File: config.mk
export PLATFORM = sky130hd
export DESIGN_NAME = hw2_result_accum
export DESIGN_NICKNAME = d
export VERILOG_FILES = /design/src/rtl/hw2_pkg.sv /design/src/rtl/hw2_sync_fifo.sv /design/src/rtl/hw2_result_accum.sv
export SDC_FILE = /design/constraint.sdc
export NUM_CORES = 1
export LEC_CHECK = 0
export ABC_AREA = 1
export ABC_CLOCK_PERIOD_IN_PS = 6100
export BUFFER_PORTS_ARGS = -buffer_cell sky130_fd_sc_hd__clkbuf_2
export CORE_MARGIN = 2
export CORE_UTILIZATION = 30
export DETAILED_ROUTE_END_ITERATION = 16
export GPL_ROUTABILITY_DRIVEN = 0
export PLACE_DENSITY_LB_ADDON = 0.2
export SLEW_MARGIN = 5
export SYNTH_ARGS = -nofsm -noshare
export SYNTH_HDL_FRONTEND = slang
export SYNTH_SLANG_ARGS = --single-unit
File: constraint.sdc
create_clock -name CLK -period 6.1 [get_ports CLK]
set_input_delay 1.525 -clock CLK [delete_from_list [all_inputs] [get_ports CLK]]
set_output_delay 1.525 -clock CLK [all_outputs]
set_load 0.01 [all_outputs]
File: src/rtl/hw2_pkg.sv
// Shared constants and the group-entry record for the result accumulator.
// Entries are sized for the largest legal ACC_LEN so one struct serves every instance.
package hw2_pkg;

  localparam int DATA_W         = 16;
  localparam int ACC_LEN_DEF    = 4;
  localparam int FIFO_DEPTH_DEF = 4;
  localparam int CNT_W          = 5;
  localparam int ACC_LEN_MAX    = 16;

  function automatic int sum_w(input int acc_len);
    return DATA_W + $clog2(acc_len);
  endfunction

  localparam int SUM_W     = sum_w(ACC_LEN_DEF);
  localparam int SUM_W_MAX = sum_w(ACC_LEN_MAX);

  typedef struct packed {
    logic [SUM_W_MAX-1:0] sum;
    logic [CNT_W-1:0]     cnt;
  } grp_entry_t;

endpackage

File: src/rtl/hw2_sync_fifo.sv
// Synchronous FIFO with level output; a push while full is accepted only
// when a pop happens on the same edge.
module hw2_sync_fifo
  import hw2_pkg::*;
#(
  parameter int WIDTH = $bits(grp_entry_t),
  parameter int DEPTH = FIFO_DEPTH_DEF,
  localparam int AW   = $clog2(DEPTH)
) (
  input  logic             CLK,
  input  logic             reset,
  input  logic             push,
  input  logic [WIDTH-1:0] wdata,
  input  logic             pop,
  output logic [WIDTH-1:0] rdata,
  output logic             full,
  output logic             empty,
  output logic [AW:0]      level
);

  logic [AW-1:0]    wr_ptr_q, wr_ptr_d, rd_ptr_q, rd_ptr_d;
  logic [AW:0]      cnt_q, cnt_d;
  logic [WIDTH-1:0] mem_q [DEPTH];
  logic [WIDTH-1:0] mem_d [DEPTH];
  logic             do_wr, do_rd;

  assign full  = (cnt_q == (AW+1)'(DEPTH));
  assign empty = (cnt_q == '0);
  assign level = cnt_q;
  assign rdata = mem_q[rd_ptr_q];

  assign do_rd = pop && !empty;
  assign do_wr = push && (!full || do_rd);

  always_comb begin
    mem_d    = mem_q;
    wr_ptr_d = wr_ptr_q;
    rd_ptr_d = rd_ptr_q;
    cnt_d    = cnt_q;
    // Pointers are AW bits wide, so increments wrap modulo DEPTH.
    if (do_wr) begin
      mem_d[wr_ptr_q] = wdata;
      wr_ptr_d        = wr_ptr_q + 1'b1;
    end
    if (do_rd) rd_ptr_d = rd_ptr_q + 1'b1;
    case ({do_wr, do_rd})
      2'b10:   cnt_d = cnt_q + 1'b1;
      2'b01:   cnt_d = cnt_q - 1'b1;
      default: cnt_d = cnt_q;
    endcase
  end

  always_ff @(posedge CLK) begin
    if (!reset) begin
      wr_ptr_q <= '0;
      rd_ptr_q <= '0;
      cnt_q    <= '0;
    end else begin
      wr_ptr_q <= wr_ptr_d;
      rd_ptr_q <= rd_ptr_d;
      cnt_q    <= cnt_d;
    end
  end

  // Storage needs no reset: occupancy gates every read.
  always_ff @(posedge CLK) begin
    mem_q <= mem_d;
  end

endmodule

File: src/rtl/hw2_result_accum.sv
// Sums groups of upstream pipeline results and buffers completed sums in a FIFO.
// A group closes after ACC_LEN samples or early on in_last.
module hw2_result_accum
  import hw2_pkg::*;
#(
  parameter int ACC_LEN    = ACC_LEN_DEF,
  parameter int FIFO_DEPTH = FIFO_DEPTH_DEF,
  localparam int SUM_W     = sum_w(ACC_LEN)
) (
  input  logic             CLK,
  input  logic             reset,
  input  logic             in_valid,
  input  logic [15:0]      in_d,
  input  logic             in_last,
  output logic             out_valid,
  input  logic             out_ready,
  output logic [SUM_W-1:0] out_sum,
  output logic [4:0]       out_cnt,
  output logic [4:0]       fifo_level,
  output logic             ovf
);

  localparam int LW = $clog2(FIFO_DEPTH) + 1;

  logic [SUM_W-1:0] acc_q, acc_d, acc_nxt;
  logic [CNT_W-1:0] cnt_q, cnt_d;
  logic             ovf_q, ovf_d;
  logic             complete, pop;
  logic             f_full, f_empty;
  logic [LW-1:0]    f_level;
  grp_entry_t       wr_ent, rd_ent;

  assign acc_nxt  = acc_q + SUM_W'(in_d);
  assign complete = in_valid && ((cnt_q == CNT_W'(ACC_LEN-1)) || in_last);
  assign pop      = out_valid && out_ready;

  always_comb begin
    acc_d = acc_q;
    cnt_d = cnt_q;
    if (in_valid) begin
      acc_d = complete ? '0 : acc_nxt;
      cnt_d = complete ? '0 : cnt_q + 1'b1;
    end
  end

  always_comb begin
    wr_ent                = '0;
    wr_ent.sum[SUM_W-1:0] = acc_nxt;
    wr_ent.cnt            = cnt_q + 1'b1;
  end

  // A full FIFO with no simultaneous pop drops the group; the sticky flag records it.
  assign ovf_d = ovf_q || (complete && f_full && !pop);

  always_ff @(posedge CLK) begin
    if (!reset) begin
      acc_q <= '0;
      cnt_q <= '0;
      ovf_q <= 1'b0;
    end else begin
      acc_q <= acc_d;
      cnt_q <= cnt_d;
      ovf_q <= ovf_d;
    end
  end

  hw2_sync_fifo #(
    .WIDTH ($bits(grp_entry_t)),
    .DEPTH (FIFO_DEPTH)
  ) u_fifo (
    .CLK   (CLK),
    .reset (reset),
    .push  (complete),
    .wdata (wr_ent),
    .pop   (pop),
    .rdata (rd_ent),
    .full  (f_full),
    .empty (f_empty),
    .level (f_level)
  );

  // Outputs are forced to zero while reset is held so no stale storage leaks out.
  assign out_valid  = reset && !f_empty;
  assign out_sum    = out_valid ? rd_ent.sum[SUM_W-1:0] : '0;
  assign out_cnt    = out_valid ? rd_ent.cnt : '0;
  assign fifo_level = 5'(f_level);
  assign ovf        = ovf_q;

endmodule

### Word-level counts from Yosys, hierarchy flattened

Index checks and enable logic that the tools add are counted.

* output and inout port bits: 30
* logic and storage cells: 52
* register bits: 131
* input port bits: 21

* reductions and logical operators: 16
* eq/ne operators: 4
* add/subtract/negate cells: 6
* bitwise logic cells: 2
* mux-type cells: 11
* order comparisons: 3

Operators with widths (count)
* 100-bit bitwise mux: 1
* 25-bit binary-select mux with 2-bit select: 1
* 25-bit demux with 2-bit select: 1
* 23-bit two-way mux: 2
* 18-bit two-way mux: 2
* 25-bit two-way mux: 1
* 18-bit by 16-bit adder with 18-bit output: 1
* 5-bit two-way mux: 2
* 1-bit logical AND: 8
* 3-bit >= comparator, second input constant: 2
* 2-bit inverter with 3-bit output: 2
* 3-bit case mux with 2 select lines: 1
* 5-bit by 1-bit adder with 5-bit output, second input constant: 1
* 5-bit by 2-bit == test with 1-bit output, second input constant: 1
* 2-bit by 1-bit adder with 2-bit output, second input constant: 2
* 3-bit by 1-bit adder with 3-bit output, second input constant: 1
* 3-bit == test, second input constant: 1
* 1-bit zero test: 3
* 3-bit zero test: 1
* 1-bit logical OR: 3
* 3-bit by 1-bit < comparator with 1-bit output, second input constant: 1
* 3-bit by 1-bit subtractor with 3-bit output, second input constant: 1
* 2-bit by 1-bit == test with 1-bit output, second input constant: 1
* 2-bit == test, second input constant: 1
* 2-bit nonzero test: 1

### Depth between registers and ports, before layout

Gate-level depths: netlist (run 1).

* word-level depth: 9
* gate-level depth with buffers: 12
* gate-level depth less buffers: 12

### Cells and area by module

A second synthesis (run 1) with hierarchy kept.

* cell total of the unflattened synthesis: 666
* area total of the unflattened synthesis: 6429.9 um^2

By module, submodules not included
* hw2_sync_fifo: area each 4290.4 um^2, sequential area each 3143.0 um^2, cells each 312, times used 1
* hw2_result_accum: area each 2139.6 um^2, sequential area each 480.5 um^2, cells each 354, times used 1

### Least setup slack after synthesis (run 1)

Ideal clock, no wire load.

* path type: input to output
* start: input reset
* end: output out_cnt[0]
* slack: 2.255 ns
* data arrival time: 2.320 ns
* stages: 5
* data required time: 4.575 ns
* buffers on the path: 1
* cell sequence: inv_2 -> a21oi_2 -> inv_1 -> clkbuf_1 -> a21oi_1

* longest elaborated chain between the ends: 2

Ends and longest elaborated chain
* start, declared: line hw2_result_accum.sv:11 `input logic reset,`
* 1-bit logical AND: line hw2_result_accum.sv:83 `assign out_valid = reset && !f_empty;`
* via out_valid: line hw2_result_accum.sv:15 `output logic out_valid,`
* 5-bit two-way mux: line hw2_result_accum.sv:85 `assign out_cnt = out_valid ? rd_ent.cnt : '0;`
* end, declared: line hw2_result_accum.sv:18 `output logic [4:0] out_cnt,`

The timed path passes the listed nets, and every way through them passes these cells.

### Worst setup path after layout (run 1)

* start: input reset
* end: output out_sum[0]

* longest elaborated chain between the ends: 2

Ends and longest elaborated chain
* 1-bit logical AND: line hw2_result_accum.sv:83
* 18-bit two-way mux: line hw2_result_accum.sv:84 `assign out_sum = out_valid ? rd_ent.sum[SUM_W-1:0] : '0;`
* end, declared: line hw2_result_accum.sv:17 `output logic [SUM_W-1:0] out_sum,`

No other way between the ends.

==> results.rst, run 1 <==
.. list-table::
   :header-rows: 1

   * - Metric
     - Value
   * - Count of TritonRoute iterations in the first routing pass
     - 4
   * - Clock root buffer
     - clkbuf_16
   * - RSZ-0062 raised after global routing
     - false
   * - DR iter-0 viols
     - around 190
   * - DRC viols
     - 0
   * - Total Routing Usage GR
     - 0.144
   * - Area growth syn-to-layout
     - 19.1%
   * - Sequential Power Share
     - 0.429
   * - Multi-input gate area in the final layout
     - between 2000 and 2500 um^2
   * - First-pass GRT wire length
     - between 20000 and 25000 um
   * - Antenna violations before repair
     - 0
   * - Critical path arrival
     - ~3.1 ns
   * - Final hold violation count
     - 0
   * - Final critical path time including I/O delays and setup
     - 4.60 ns
   * - Int Power
     - between 1500 and 2000 uW
   * - Clock slew at the register clock pins of the worst setup and hold paths
     - around 0.05 ns
   * - Via count of the first global-routing pass
     - about 4300
   * - Register area share after synthesis
     - 0.574
   * - Switching portion of total power
     - 0.237
   * - Final #Nets
     - between 700 and 800
   * - Worst-path fanout max
     - 26
   * - Number of antenna-violating nets in the routed design
     - 0
   * - DP Wirelength
     - approximately 9300 um
   * - Floorplan die area
     - between 20000 and 25000 um^2
   * - Period utilisation layout
     - 0.755
   * - Type of the setup path with the least slack
     - in -> out
   * - FF-to-FF setup slack
     - between 3 and 4 ns
   * - Setup violation total in the final timing report
     - 0
   * - Setup TNS after final layout
     - 0 ns
   * - Via count
     - 4325
   * - Total leakage power
     - roughly 0.0028 uW
   * - VDD IR max
     - ~0.18 mV
   * - Final WL
     - 14000 um
   * - Number of flops mapped to enable cells by yosys
     - 92
   * - Initial core utilization
     - 0.305
   * - Total number of yosys warnings
     - 0
   * - Headroom to the max-slew limit
     - 0.334
   * - CTS buffer count
     - 17
   * - Most used DFF post-synth
     - edfxtp_1
   * - Number of storage elements in the synthesis netlist
     - 123
   * - Count of filler cells inserted in the layout
     - 1941
   * - Level count of the clock H-tree
     - 4
   * - Maximum operating frequency
     - between 0.2 and 0.25 GHz
   * - Hold buffer count at CTS
     - 0
   * - Critical path launch point type
     - input port
   * - GR Overflow Total
     - 0
   * - Worst-margin pin slew
     - 0.998 ns
   * - Final-report max-slew violation count
     - 0
   * - Postcts setup bufs
     - 0
   * - CORE AREA
     - between 15000 and 20000 um^2
   * - Max-capacitance violation count
     - 0
   * - I/O pin cnt
     - 51
   * - Net switching component of the power
     - roughly 530 uW
   * - Clock skew after layout
     - 0.00847 ns
   * - Pwr dens
     - between 300 and 400 nW/um^2
   * - Sequential cell area
     - 3380 um^2
   * - Antenna Cells
     - 0
   * - Synthesized area per cell
     - between 9 and 10 um^2
   * - Port Buf Inserts
     - 48
   * - Chip height
     - around 140 um
   * - # placed instances
     - 917
   * - Layout cells sized above 1
     - 0.161
   * - Hold WC Path Type
     - reg -> reg
   * - Endpoint type of the worst setup path
     - primary output
   * - Cell count after synthesis
     - between 600 and 700
   * - Via/cell ratio
     - between 4 and 5
   * - Post-route insts no fill
     - 949
   * - Run status
     - finished clean
   * - Placement row count
     - 51
   * - Required time of the critical path
     - between 4 and 5 ns
   * - Share of synthesized registers carrying an async set or reset
     - 0
   * - Clock share of power
     - 0.465
   * - Maximum clock insertion buffer count
     - 2
   * - Largest net degree at the start of global routing
     - 48
   * - Die outline width
     - 144 um
   * - Unique cell type count in the Yosys netlist
     - 29
   * - Post-cts repair resize count
     - 0
   * - Post-synthesis instance area
     - 5890 um^2
   * - Portion of total power attributed to combinational logic
     - 0.106
   * - TritonCTS clock tree
     - built
   * - Worst-Skew Late Latency
     - around 0.41 ns
   * - Clock sink count
     - about 120
   * - Routed WL per cell
     - roughly 15 um
-- power groups by stage --
stage               logic, uW  registers, uW  clock network [uW]
floorplan                 160            969                   0
global placement          236            969                   0
detailed placement        239            970                   0
CTS                       240            953                1050
global route              269            955                1090
finish                    236            953                1030
-- worst paths after layout --
kind,start,cells past startpoint,to
worst max-delay path,reset,6,out_sum[0]
worst min-delay path,ovf,2,ovf
worst max register to register,cnt_q[0],6,u_fifo.mem_q[51]
worst min register to register,ovf,2,ovf
-- cells by family after synthesis --
kind of cell,share of synthesized area
buf+inv,0.0469
fa+ha+maj,0.0535
compound gates,0.114
simple gates,0.193
xor+xnor,0.0174
other cells,0.000637
flops,0.574
-- synth_stat cells, types with 3 or more instances --
library cell    n  area, um^2
buf_2           8        40.0
a21oi_1        64         320
nand3_2         5        50.1
edfxtp_1       92        2760
o21ai_0        59         295
nand3b_1        5        37.5
nand2_2        10        62.6
nand3_1        22         110
nand2_1        90         338
dfxtp_1        31         621
and2_1         10        62.6
a21oi_2         4        35.0
clkbuf_1       14        52.6
xor2_1          6        52.6
inv_2           3        11.3
ha_1           22         275
nor2_1        119         447
inv_1          41         154
-- through the flow --
step | hold WS (ns) | utilization | power [uW] | area (um^2) | setup WS [ns]
final | 0.451 | 0.363 | 2220 | 7020 | 1.50
after global routing | 0.477 | 0.363 | 2310 | 7020 | 1.29
after CTS | 0.454 | 0.363 | 2240 | 7020 | 1.41
after detailed placement | 0.445 | 0.331 | 1210 | 6410 | 1.39
after global placement | 0.445 | 0.331 | 1210 | 6410 | 1.52
after floorplan | 0.449 | - | 1130 | 5890 | 2.25
-- critical path: stages --
cell and delay, ns:
clkbuf_2 0.14, inv_2 0.39, a21oi_2 0.10, inv_1 0.61
a21oi_1 0.13, clkbuf_2 0.17
-- flip-flops by register name (all words and copies together), names as in the netlist --
| signal | cells |
|---|---|
| u_fifo.level | 3 |
| u_fifo.wr_ptr_q | 2 |
| acc_q | 18 |
| u_fifo.mem_q | 92 |
| ovf | 1 |
| cnt_q | 5 |
| u_fifo.rd_ptr_q | 2 |
-- routing by layer --
layer  track usage  routed length (um)  part of all wire  vias up
li1              -                   -                 -     2197
met1         0.187                6670              0.48     2040
met2         0.239                6690              0.48       80
met3        0.0291                 549             0.039        8
met4        0.0547                 108            0.0077        0
met5             0                   0                 0        -
-- layout by cell type (no fill, tap or decap), types with 2 or more instances in the layout --
| cell | synthesis | routed |
|---|---|---|
| clkbuf_1 | 14 | 2 |
| xor2_1 | 6 | 6 |
| clkinvlp_4 | 0 | 3 |
| conb_1 | 1 | 2 |
| and2_1 | 10 | 10 |
| nor3_1 | 2 | 2 |
| inv_1 | 41 | 41 |
| xnor2_1 | 2 | 2 |
| a21oi_1 | 64 | 64 |
| nand4_1 | 2 | 2 |
| inv_2 | 3 | 3 |
| nand2_1 | 90 | 90 |
| o21ai_0 | 59 | 59 |
| nand3_1 | 22 | 22 |
| nand3b_1 | 5 | 5 |
| nor2_1 | 119 | 115 |
| bufinv_16 | 0 | 4 |
| nand3_2 | 5 | 5 |
| a21oi_2 | 4 | 4 |
| dfxtp_1 | 31 | 31 |
| edfxtp_1 | 92 | 92 |
| buf_4 | 2 | 5 |
| clkbuf_16 | 0 | 17 |
| a22oi_1 | 2 | 2 |
| nor2_2 | 0 | 3 |
| xor2_2 | 2 | 2 |
| nand2_2 | 10 | 10 |
| fa_1 | 2 | 2 |
| clkbuf_2 | 0 | 48 |
| ha_1 | 22 | 22 |
| clkinv_2 | 0 | 4 |
-- cell type report --
| type | instances | area share |
|---|---|---|
| clock buffer | 19 | 0.0617 |
| clock inverter | 13 | 0.0250 |
| timing repair buffer | 53 | 0.0396 |
| inverter | 44 | 0.0235 |
| sequential | 123 | 0.482 |
| tap | 265 | 0.0473 |
| multi-input combinational | 432 | 0.321 |
Note: power is estimated with default switching activity, not from simulation.
==> run 2: changes to the inputs <==
- ABC_CLOCK_PERIOD_IN_PS: 6100 -> 4000
- clock period: 6.1 -> 4 ns (I/O delays scaled with it)
==> run 2 against run 1 <==
  * Via count is 1.2% higher
  * First-iteration DRC count rose by 30%
  * Largest cell class unchanged
  * Die area stayed put
  * Routed wire length rose by 0.32%
  * Largest power group unchanged
  * Non-clock buffer count rose by 4
==> results.rst, run 2 (synthesis gave the netlist of run 1 again) <==
.. list-table::
   :header-rows: 1

   * - Metric
     - Value
   * - Run status
     - finished clean (unchanged)
   * - Pwr dens
     - 477 nW/um^2 (was 316 nW/um^2)
   * - Setup TNS after final layout
     - 0 ns (unchanged)
   * - CTS buffer count
     - 17 (unchanged)
   * - Placement row count
     - 51 (unchanged)
   * - Maximum operating frequency
     - 0.336 GHz
   * - DP Wirelength
     - 9250 um (was 9280 um)
   * - Worst-Skew Late Latency
     - 0.40 ns (was 0.41 ns)
   * - CP bufs+invs
     - 2 (was 4)
   * - Clock share of power
     - 0.458 (was 0.465)
   * - Net switching component of the power
     - 771 uW (was 526 uW)
   * - Via count of the first global-routing pass
     - 4333 (was 4250)
   * - Crit path from
     - u_fifo.rd_ptr_q[1] (was reset)
   * - Reg-to-Reg End
     - u_fifo.level[2] (was u_fifo.mem_q[51])
   * - Period utilisation layout
     - 0.744
   * - Reg-to-reg critical path startpoint
     - u_fifo.level[1] (was cnt_q[0])
   * - Antenna violations before repair
     - 0 (unchanged)
   * - Multi-input gate area in the final layout
     - 2240 um^2 (was 2250 um^2)
   * - Postcts setup bufs
     - 0 (unchanged)
   * - Portion of total power attributed to combinational logic
     - 0.108 (was 0.106)
   * - Total Routing Usage GR
     - 0.143 (was 0.144)
   * - Final WL
     - 14100 um (was 14000 um)
   * - Hold path endpoint
     - ovf (unchanged)
   * - Post-route insts no fill
     - 953 (was 949)
   * - Die outline width
     - 144 um (unchanged)
   * - Chip height
     - 144 um (unchanged)
   * - Required time of the critical path
     - 3.00 ns (was 4.58 ns)
   * - Crit path largest cell delay
     - 0.69 ns (was 0.61 ns)
   * - First-pass GRT wire length
     - 22300 um (was 22200 um)
   * - Max-capacitance violation count
     - 0 (unchanged)
   * - Final #Nets
     - 720 (was 716)
   * - Final critical path time including I/O delays and setup
     - 2.98 ns
   * - FF-to-FF setup slack
     - 1.76 ns (was 3.75 ns)
   * - RSZ-0062 raised after global routing
     - false (unchanged)
   * - Total leakage power
     - 0.00277 uW (was 0.00276 uW)
   * - Final hold violation count
     - 0 (unchanged)
   * - Critical path cell sequence
     - inv_1, nor2_1, o21ai_0, a21oi_1, clkbuf_2 (was clkbuf_2, inv_2, a21oi_2, inv_1, a21oi_1, clkbuf_2)
   * - Clock skew after layout
     - 0.00859 ns (was 0.00847 ns)
   * - Headroom to the max-slew limit
     - 0.359 (was 0.334)
   * - Crit-path slowest cell
     - inv_1 (unchanged)
   * - Cell depth of the worst hold path
     - 2 (unchanged)
   * - Biggest registers after layout
     - u_fifo.mem_q (92), acc_q (18), cnt_q (5) (unchanged)
   * - Clock root buffer
     - clkbuf_16 (unchanged)
   * - DRC viols
     - 0 (unchanged)
   * - Number of antenna-violating nets in the routed design
     - 0 (unchanged)
   * - GR Overflow Total
     - 0 (unchanged)
   * - Final core utilization
     - 0.363 (about the same)
   * - Floorplan die area
     - 20800 um^2 (unchanged)
   * - Type of the setup path with the least slack
     - reg -> out (was in -> out)
   * - Endpoint type of the worst setup path
     - primary output (unchanged)
   * - Clock sink count
     - 123 (unchanged)
   * - Area growth syn-to-layout
     - 19.2% (was 19.1%)
   * - Int Power
     - 2580 uW (was 1690 uW)
   * - Port Buf Inserts
     - 48 (unchanged)
   * - VDD IR max
     - 0.333 mV (was 0.184 mV)
   * - Level count of the clock H-tree
     - 4 (unchanged)
   * - Initial core utilization
     - 0.305 (unchanged)
   * - Count of filler cells inserted in the layout
     - 1947 (was 1941)
   * - Count of TritonRoute iterations in the first routing pass
     - 6 (was 4)
   * - Setup violation total in the final timing report
     - 0 (unchanged)
   * - Maximum clock insertion buffer count
     - 2 (unchanged)
   * - CORE AREA
     - 19300 um^2 (unchanged)
   * - Number of flip-flops under the largest register name
     - 92 (unchanged)
   * - Commonest non-fill, non-tap cell in the layout
     - nor2_1 (unchanged)
   * - Post-cts repair resize count
     - 0 (unchanged)
   * - Worst-path fanout max
     - 23 (was 26)
   * - Via/cell ratio
     - 4.59 (was 4.56)
   * - Largest reg by FF count
     - u_fifo.mem_q (unchanged)
   * - Clock slew at the register clock pins of the worst setup and hold paths
     - 0.05 ns (about the same)
   * - Switching portion of total power
     - 0.230 (was 0.237)
   * - Largest net degree at the start of global routing
     - 48 (unchanged)
   * - Commonest cells after routing, fill and taps aside
     - 115 x nor2_1, 92 x edfxtp_1, 90 x nand2_1, 64 x a21oi_1, 59 x o21ai_0 (unchanged)
   * - Layout cells sized above 1
     - 0.158 (was 0.161)
   * - Routed WL per cell
     - 14.8 um (about the same)
   * - Hold buffer count at CTS
     - 0 (unchanged)
   * - Antenna Cells
     - 0 (unchanged)
   * - Worst-margin pin slew
     - 0.960 ns (was 0.998 ns)
   * - Critical path arrival
     - 1.98 ns (was 3.08 ns)
   * - Start point of the worst min-delay path
     - ovf (unchanged)
   * - Final-report max-slew violation count
     - 0 (unchanged)
   * - DR iter-0 viols
     - 250 (was 193)
   * - I/O pin cnt
     - 51 (unchanged)
   * - TritonCTS clock tree
     - built (unchanged)
   * - Reg2reg path depth
     - 12 (was 6)
   * - Family with the most delay on the worst path
     - buffers and inverters (unchanged)
   * - Hold WC Path Type
     - reg -> reg (unchanged)
   * - Sequential Power Share
     - 0.434 (was 0.429)
   * - # placed instances
     - 921 (was 917)
   * - Critical path launch point type
     - flip-flop (was input port)
   * - Sequential cell area
     - 3380 um^2 (unchanged)
   * - Via count
     - 4376 (was 4325)
## run 2: cell count changes in the layout (fill, tap and decap cells not counted)
| cell | previous run | this run |
|---|---|---|
| clkinv_4 | 1 | 0 |
| clkinv_2 | 4 | 3 |
| nor2_4 | 1 | 0 |
| clkinvlp_4 | 3 | 0 |
| nor2_2 | 3 | 4 |
| buf_4 | 5 | 9 |
| clkinv_1 | 1 | 4 |
| clkbuf_1 | 2 | 4 |
## run 2: worst max-delay path by stage
stage,slack [ns],depth (start not counted),endpoint
4_1_cts,1.00,5,out_sum[0]
3_3_place_gp,1.07,7,out_sum[9]
2_1_floorplan,1.05,6,u_fifo.mem_q[0]
6_report,1.02,5,out_sum[0]
3_5_place_dp,1.02,7,out_sum[14]
5_1_grt,0.88,5,out_sum[16]
## run 2: per-stage QoR
step	total power, uW	area (um^2)	setup WS, ns	hold WS [ns]
2_1_floorplan	1720	5890	1.05	0.449
3_3_place_gp	1840	6430	1.07	0.438
3_5_place_dp	1850	6430	1.02	0.443
4_1_cts	3400	7020	1.00	0.451
5_1_grt	3500	7020	0.878	0.492
6_report	3350	7020	1.02	0.450
## run 2: layout make-up
type | instances | share of cell area
sequential | 123 | 0.482
clock inverter | 11 | 0.0214
timing repair buffer | 57 | 0.0438
multi-input combinational | 432 | 0.320
tap | 265 | 0.0472
inverter | 44 | 0.0235
clock buffer | 21 | 0.0627
## run 2: worst reg2reg max path: cells and delay by family, from the launching register on
family          cells  cell delay (ns)
flops               1             0.33
fa+ha+maj           2             0.56
compound gates      5             0.58
simple gates        4             0.59
buf+inv             1             0.06
## run 2: metal layers
layer | wire length [um] | track usage
met5 | 0 | 0
met4 | 233 | 0.0547
met3 | 616 | 0.0371
met2 | 6550 | 0.230
met1 | 6660 | 0.186
## run 2: power groups by stage
stage | Clock (uW) | Sequential [uW] | Combinational (uW)
2_1_floorplan | 0 | 1480 | 244
3_5_place_dp | 0 | 1480 | 367
3_3_place_gp | 0 | 1480 | 363
6_report | 1540 | 1450 | 362
5_1_grt | 1630 | 1460 | 415
4_1_cts | 1570 | 1450 | 369
